===== config.mk =====
export PLATFORM = sky130hd
export DESIGN_NAME = somador_serial_4bits
export DESIGN_NICKNAME = d
export VERILOG_FILES = /design/src/rtl/somador_serial_4bits.sv
export SDC_FILE = /design/constraint.sdc
export NUM_CORES = 1
export LEC_CHECK = 0
export ABC_AREA = 1
export BUFFER_PORTS_ARGS = -buffer_cell sky130_fd_sc_hd__buf_2
export CAP_MARGIN = 30
export CORE_MARGIN = 5
export CORE_UTILIZATION = 40
export DETAILED_ROUTE_END_ITERATION = 16
export PLACE_DENSITY = 0.67
export SYNTH_ARGS = -nofsm -noshare
export SYNTH_HDL_FRONTEND = slang
export SYNTH_SLANG_ARGS = --single-unit

===== constraint.sdc =====
create_clock -name clk -period 1.3 [get_ports clk]
set_input_delay 0.195 -clock clk [delete_from_list [all_inputs] [get_ports clk]]
set_output_delay 0.195 -clock clk [all_outputs]
set_load 0.02 [all_outputs]

===== src/rtl/somador_serial_4bits.sv =====
// Bit-serial two's-complement adder: S = A + B + Cin, LSB first, one bit per clock.
// Result, carry-out and signed overflow are registered and held until the next operation.
module somador_serial_4bits #(
  parameter int unsigned WIDTH = 4
) (
  input  logic             clk,
  input  logic             rst_n,
  input  logic             start,
  input  logic [WIDTH-1:0] a,
  input  logic [WIDTH-1:0] b,
  input  logic             cin,
  output logic             busy,
  output logic             done,
  output logic [WIDTH-1:0] s,
  output logic             cout,
  output logic             overflow
);

  localparam int unsigned CW = $clog2(WIDTH);
  localparam logic [CW-1:0] LAST = CW'(WIDTH - 1);

  typedef enum logic [1:0] {IDLE, SHIFT, DONE} state_t;

  state_t           state_q, state_d;
  logic [WIDTH-1:0] a_sh_q, a_sh_d;
  logic [WIDTH-1:0] b_sh_q, b_sh_d;
  logic [WIDTH-1:0] acc_q, acc_d;
  logic [WIDTH-1:0] s_q, s_d;
  logic [CW-1:0]    cnt_q, cnt_d;
  logic             carry_q, carry_d;
  logic             cout_q, cout_d;
  logic             ovf_q, ovf_d;

  logic             sum_bit;
  logic             carry_nxt;

  assign sum_bit   = a_sh_q[0] ^ b_sh_q[0] ^ carry_q;
  assign carry_nxt = (a_sh_q[0] & b_sh_q[0]) | (a_sh_q[0] & carry_q) | (b_sh_q[0] & carry_q);

  always_comb begin
    state_d = state_q;
    a_sh_d  = a_sh_q;
    b_sh_d  = b_sh_q;
    acc_d   = acc_q;
    s_d     = s_q;
    cnt_d   = cnt_q;
    carry_d = carry_q;
    cout_d  = cout_q;
    ovf_d   = ovf_q;
    case (state_q)
      IDLE: begin
        if (start) begin
          a_sh_d  = a;
          b_sh_d  = b;
          carry_d = cin;
          cnt_d   = '0;
          state_d = SHIFT;
        end
      end
      SHIFT: begin
        a_sh_d  = a_sh_q >> 1;
        b_sh_d  = b_sh_q >> 1;
        acc_d   = {sum_bit, acc_q[WIDTH-1:1]};
        carry_d = carry_nxt;
        cnt_d   = cnt_q + CW'(1);
        if (cnt_q == LAST) begin
          // carry_q is still the carry into the MSB at this edge
          s_d     = {sum_bit, acc_q[WIDTH-1:1]};
          cout_d  = carry_nxt;
          ovf_d   = carry_q ^ carry_nxt;
          state_d = DONE;
        end
      end
      DONE:    state_d = IDLE;
      default: state_d = IDLE;
    endcase
  end

  always_ff @(posedge clk or negedge rst_n) begin
    if (!rst_n) begin
      state_q <= IDLE;
      a_sh_q  <= '0;
      b_sh_q  <= '0;
      acc_q   <= '0;
      s_q     <= '0;
      cnt_q   <= '0;
      carry_q <= 1'b0;
      cout_q  <= 1'b0;
      ovf_q   <= 1'b0;
    end else begin
      state_q <= state_d;
      a_sh_q  <= a_sh_d;
      b_sh_q  <= b_sh_d;
      acc_q   <= acc_d;
      s_q     <= s_d;
      cnt_q   <= cnt_d;
      carry_q <= carry_d;
      cout_q  <= cout_d;
      ovf_q   <= ovf_d;
    end
  end

  assign busy     = (state_q != IDLE);
  assign done     = (state_q == DONE);
  assign s        = s_q;
  assign cout     = cout_q;
  assign overflow = ovf_q;

endmodule


==> flow_summary.ini, run 1 <==
[logic_synthesis]
synth.cell_area_um2 = 1052
synth-xor-area-share_pct = 0.8323
yosysSeqAreaShare_pct = 52.32
yosys-top-cells-area = dfrtp_1, nand2_1, inv_1
postSynthCellCount = 123
syn_avg_cell_area_um2 = 8.555
synth_compound_area_share_pct = 7.015
synthDistinctLibCells = 19
yosysWarnings = 0
synth_top_area_share_pct = 52.32
syn-num-nets = 137
synth_top_family_by_area = simple AND/OR/NAND/NOR gates
yosysTopAreaCell = dfrtp_1
muxShareOfSynthArea_pct = 0
ys_seq_elements = 22
synthAdderAreaFrac_pct = 3.092
yosys.area_share.simple_pct = 26.40

[power_and_ir_drop]
p_switching_w = 0.001378
ir_worst_vdd_v = 0.001292
design_power_total_w = 0.003353
switching_share_pct = 41.09
total_leakage_power_nw = 0.7249
internal_power_w = 0.001975
p_clk_share_pct = 15.8
p_per_area_nw_per_um2 = 2592
pwr-share-seq_pct = 36.0
combPwrFrac_pct = 48.2

[global_route]
first_global_vias = 789
grt_max_degree = 23
grt_overflow = 0
grt_usage_pct = 12.28
grt_pass1_wl_mm = 3.374
antenna_found_initial = 0

[sta]
worst_slew_pin_slew_ps = 504.7
relSlewSlack_pct = 66.35
layout_setup_ws_ps = 38.17
skew_ps = 3.400
rsz0062_at_grt = yes
finalCritPeriodShare_pct = 97.06
setup_violations = 0
hold_violations = 0
finalCriticalPeriod_ps = 1262
drv_slew = 0
fmax_mhz = 792.5

[worst_hold_path]
hold_class = primary input to flop
whs_path_depth = 3
whs_endpoint = b_sh_q[3]
worstHoldStart = b[3]

[worst_setup_path]
timing.rr.end = overflow
path_cells = nor2_4 > inv_2 > buf_6
worst_setup_path_start_kind = flop
crit_buf_inv = 2
crit_fanout = 3
crit_type = flop to output pin
critPathTopFamily = flip-flops
reg2reg_from = a_sh_q[0]
critical_path_depth = 3
max_stage_delay_ps = 460
r2r_slack_ps = 60
critPathArrivalTime_ps = 1070
r2r_cells = 4
worst_setup_path_end_kind = output pin
cp_slowest_cell = dfrtp_2
crit_required_ps = 1110

[drt]
dr.pass1.iters = 4
ant_nets = 0
vias = 805
routedWlPerCell_um = 11.54
dr.first_iter.drc_count = 34
drc = 0
vias_per_cell = 4.472
routed_wl_mm = 2.077

[clocking]
clockRootBuffer = clkbuf_4
cts_tree = built
clock_latency_ps = 310
clkSinkCount = 22
htreeDepth = 1
cts_made_buffers = 3
cts.path.max_buffers = 2
path_clk_slew_ps = 130

[cells_and_area]
n_fill_cell = 262
final_cell_mix = nand2_1, dfrtp_1, inv_1, buf_2
layout-drive-gt1-share_pct = 30.67
syn_to_final_growth_pct = 22.95
fin_nets = 165
fin_area_um2 = 1294
final_common_cell = nand2_1
insertedDiodeCount = 0

[floorplan]
core_um2 = 2500
initial_utilization_pct = 42.09
ios = 20
dieArea_um2 = 3756
rows = 18
die_h_um = 61.29
die_w_um = 61.29

[flow_run]
max_cap_viol_count = 0

[placed_design]
io_buffers = 19
placed_area_um2 = 1190
place_congestion = 0.7632
dp_hpwl_mm = 1.410
post-place-ws_ps = 72.20

[outcome]
status = finished, final reports clean
## power by group through the flow
stage,Sequential [W],Clock [W],Combinational (W)
after floorplan,0.00128,0,0.00105
after global routing,0.00125,0.000573,0.00183
after global placement,0.00121,0,0.00147
after CTS,0.00121,0.000548,0.00159
final,0.00121,0.000531,0.00161
after detailed placement,0.00123,0,0.00151
## synthesized netlist by cell type
cell type / count
a21oi_1: 1
a21oi_4: 1
buf_4: 1
buf_6: 2
dfrtp_1: 22
fa_1: 1
ha_1: 1
inv_1: 18
inv_2: 3
nand2_1: 46
nand2_2: 3
nand3_1: 6
nand3_2: 3
nor2_1: 4
nor2_4: 1
o21ai_0: 5
o21ai_1: 2
o21ai_2: 2
xor2_1: 1
## state kept, by name, indices dropped and copies added (netlist names)
signal,flops
a_sh_q,4
acc_q,3
b_sh_q,4
carry_q,1
cnt_q,2
cout,1
overflow,1
s,4
state_q,2
## metrics by stage
step / cells / hold slack (ps) / setup TNS [ps] / utilization, %
finish: 180 / 120.1 / 0 / 51.75
global route: 180 / 116.5 / -17.20 / 51.75
CTS: 179 / 115.0 / 0 / 51.10
detailed placement: 172 / 195.2 / 0 / 47.60
global placement: 172 / 185.2 / 0 / 47.60
floorplan: 123 / -100.6 / 0 / -
## metal layers
metal | routed length (µm) | vias to the layer above | GRT usage (%)
met1 | 993 | 364 | 16.23
met5 | 0 | - | 0
met3 | 104 | 2 | 3.774
met4 | 20 | 0 | 3.715
met2 | 959 | 17 | 19.34
li1 | - | 422 | -
## worst max-delay path by stage
stage | startpoint | end | slack [ps]
floorplan | a_sh_q[0] | overflow | 110
global placement | a_sh_q[0] | overflow | 90
detailed placement | a_sh_q[0] | overflow | 70
CTS | state_q[0] | busy | 4
global route | state_q[1] | busy | -20
finish | state_q[1] | busy | 40
## worst register-to-register path, cell delays in order, from the launching register on
cell and delay [ps]:
dfrtp_1 420, fa_1 450, xor2_1 180, nand2_1 60, nand2_1 40
## cells by family after synthesis
| kind of cell | count (synthesis) |
|---|---|
| XOR/XNOR | 1 |
| adder cells (fa/ha/maj) | 2 |
| AND/OR/NAND/NOR | 63 |
| buffers and inverters | 24 |
| flip-flops | 22 |
| AO/OA/AOI/OAI | 11 |
## final cells by class
type | instances | area [µm²] | area share, %
Clock buffer | 3 | 22.52 | 1.741
Clock inverter | 1 | 30.03 | 2.321
Inverter | 21 | 78.83 | 6.093
Multi-Input combinational cell | 77 | 400.4 | 30.95
Sequential cell | 22 | 553.0 | 42.75
Tap cell | 30 | 37.54 | 2.901
Timing Repair Buffer | 26 | 171.4 | 13.25
## timing repair
item | CTS | global route
hold buffers | 1 | 0
pin swaps | 0 | 1
resized for setup | 4 | 4
setup buffers | 2 | 1
setup endpoints to repair | 2 | 2
hold endpoints to repair | 22 | 0
Note: power is estimated with default switching activity, not from simulation.
==> run 2, diff against run 1 <==
Settings changed: CORE_UTILIZATION 40 to 53, PLACE_DENSITY 0.67 to 0.83.
==> run 2 against run 1 <==
Clock skew down 1.8 ps. Critical path depth unchanged. Maximum frequency down 0.34%. Critical path type unchanged. Non-clock buffer count up 3. Largest power group unchanged. Routed wire length down 6.9%. Critical endpoint unchanged.
==> flow_summary.ini, run 2 (synthesized netlist as in run 1, its figures left out) <==
[placed_design]
dp_hpwl_mm = 1.448
dp.cells = 171
placed_area_um2 = 1189
place_congestion = 0.7699
io_buffers = 19

[cells_and_area]
layout-drive-gt1-share_pct = 32.68
final_cell_mix = nand2_1, dfrtp_1, inv_1, buf_2, buf_4
final_common_cell = nand2_1
fin_cells = 180
syn_to_final_growth_pct = 22.24
fin_area_um2 = 1286
fin_nets = 168
insertedDiodeCount = 0
fin_util_pct = 66.93

[worst_setup_path]
crit_type = flop to output pin
r2r_slack_ps = 40
startpoint = state_q[1]
worst_setup_path_start_kind = flop
critPathArrivalTime_ps = 1070
timing.rr.end = acc_q[3]
crit_fanout = 4
path_cells = nor2_4 > inv_2 > buf_6
max_stage_delay_ps = 470
reg2reg_from = a_sh_q[0]
crit_required_ps = 1110
r2r_cells = 3
cp_slowest_cell = dfrtp_2
worst_setup_path_end_kind = output pin

[sta]
finalCritPeriodShare_pct = 97.40
relSlewSlack_pct = 68.23
whs_ps = 129.6
finalCriticalPeriod_ps = 1266
setup_violations = 0
rsz0062_at_grt = yes
fmax_mhz = 789.8
drv_slew = 0
hold_violations = 0
worst_slew_pin_slew_ps = 476.5
skew_ps = 1.607

[power_and_ir_drop]
internal_power_w = 0.001859
ir_worst_vdd_v = 0.001464
total_leakage_power_nw = 0.7257
design_power_total_w = 0.003221
combPwrFrac_pct = 50.5
pwr-share-seq_pct = 37.8
p_per_area_nw_per_um2 = 2504
switching_share_pct = 42.26
p_clk_share_pct = 11.7
p_switching_w = 0.001361

[clocking]
cts_made_buffers = 3
clock_latency_ps = 300
cts_tree = built
htreeDepth = 1
path_clk_slew_ps = 120
cts.path.max_buffers = 2
clockRootBuffer = clkbuf_4
clkSinkCount = 22

[drt]
dr.first_iter.drc_count = 25
vias = 848
routedWlPerCell_um = 10.74
dr.pass1.iters = 4
vias_per_cell = 4.711
routed_wl_mm = 1.933
ant_nets = 0
drc = 0

[global_route]
grt_max_degree = 23
grt_overflow = 0
first_global_vias = 821
grt_usage_pct = 15.22
grt_pass1_wl_mm = 3.236
antenna_found_initial = 0

[worst_hold_path]
hold_class = primary input to flop
whs_endpoint = a_sh_q[3]
whs_path_depth = 3
worstHoldStart = a[3]

[floorplan]
dieArea_um2 = 2976
die_w_um = 54.56
core_um2 = 1922
rows = 16
initial_utilization_pct = 54.75
ios = 20
die_h_um = 54.56

[flow_run]
max_cap_viol_count = 0

[outcome]
status = finished, final reports clean
-- run 2: cell count changes in the layout (fill, tap and decap cells not counted), sizes merged --
| cell | change |
|---|---|
| buf | +3 |
| bufinv | -1 |
| clkbuf | +1 |
-- run 2: per-layer routing --
metal | part of all wire, % | track usage [%] | wire [µm]
met1 | 42 | 18.37 | 813
met2 | 52 | 27.09 | 1008
met3 | 4.8 | 2.452 | 93
met4 | 0.93 | 5.394 | 18
met5 | 0 | 0 | 0
-- run 2: worst max path at each step --
stage	end	slack, ps
6_report	busy	30
5_1_grt	busy	-20
4_1_cts	busy	10
3_5_place_dp	overflow	50
3_3_place_gp	overflow	90
2_1_floorplan	overflow	110
-- run 2: power groups by stage --
| stage | logic, W | registers (W) | clock network [W] |
|---|---|---|---|
| 2_1_floorplan | 0.00105 | 0.00128 | 0 |
| 3_3_place_gp | 0.00146 | 0.00120 | 0 |
| 3_5_place_dp | 0.00151 | 0.00124 | 0 |
| 4_1_cts | 0.00158 | 0.00121 | 0.000383 |
| 5_1_grt | 0.00186 | 0.00125 | 0.000402 |
| 6_report | 0.00163 | 0.00122 | 0.000377 |
-- run 2: final cells by class --
type                    instances  area, µm²
clock buffers                   4      36.28
fillers                       173      635.6
inverters                      21      78.83
multi-input cells              77      402.9
flip-flops and latches         22      553.0
well taps                      27      33.78
repair buffers                 29      181.4
-- run 2: critical path: cells and delay by family (launching register included) --
kind,cells,cell delay [ps]
buf+inv,2,160
flops,1,470
simple gates,1,130
-- run 2: repair_timing --
| action | 4_1_cts | 5_1_grt |
|---|---|---|
| pin swaps | 0 | 1 |
| hold endpoints to repair | 22 | 0 |
| hold buffers | 1 | 0 |
| setup endpoints to repair | 2 | 2 |
| setup buffers | 2 | 2 |
| resized for setup | 3 | 6 |
-- run 2: metrics by stage --
stage / setup WS [ps] / setup TNS (ps)
6_report: 33.82 / 0
5_1_grt: -22.08 / -22.08
4_1_cts: 10.81 / 0
3_5_place_dp: 54.52 / 0
3_3_place_gp: 92.73 / 0
2_1_floorplan: 108.6 / 0
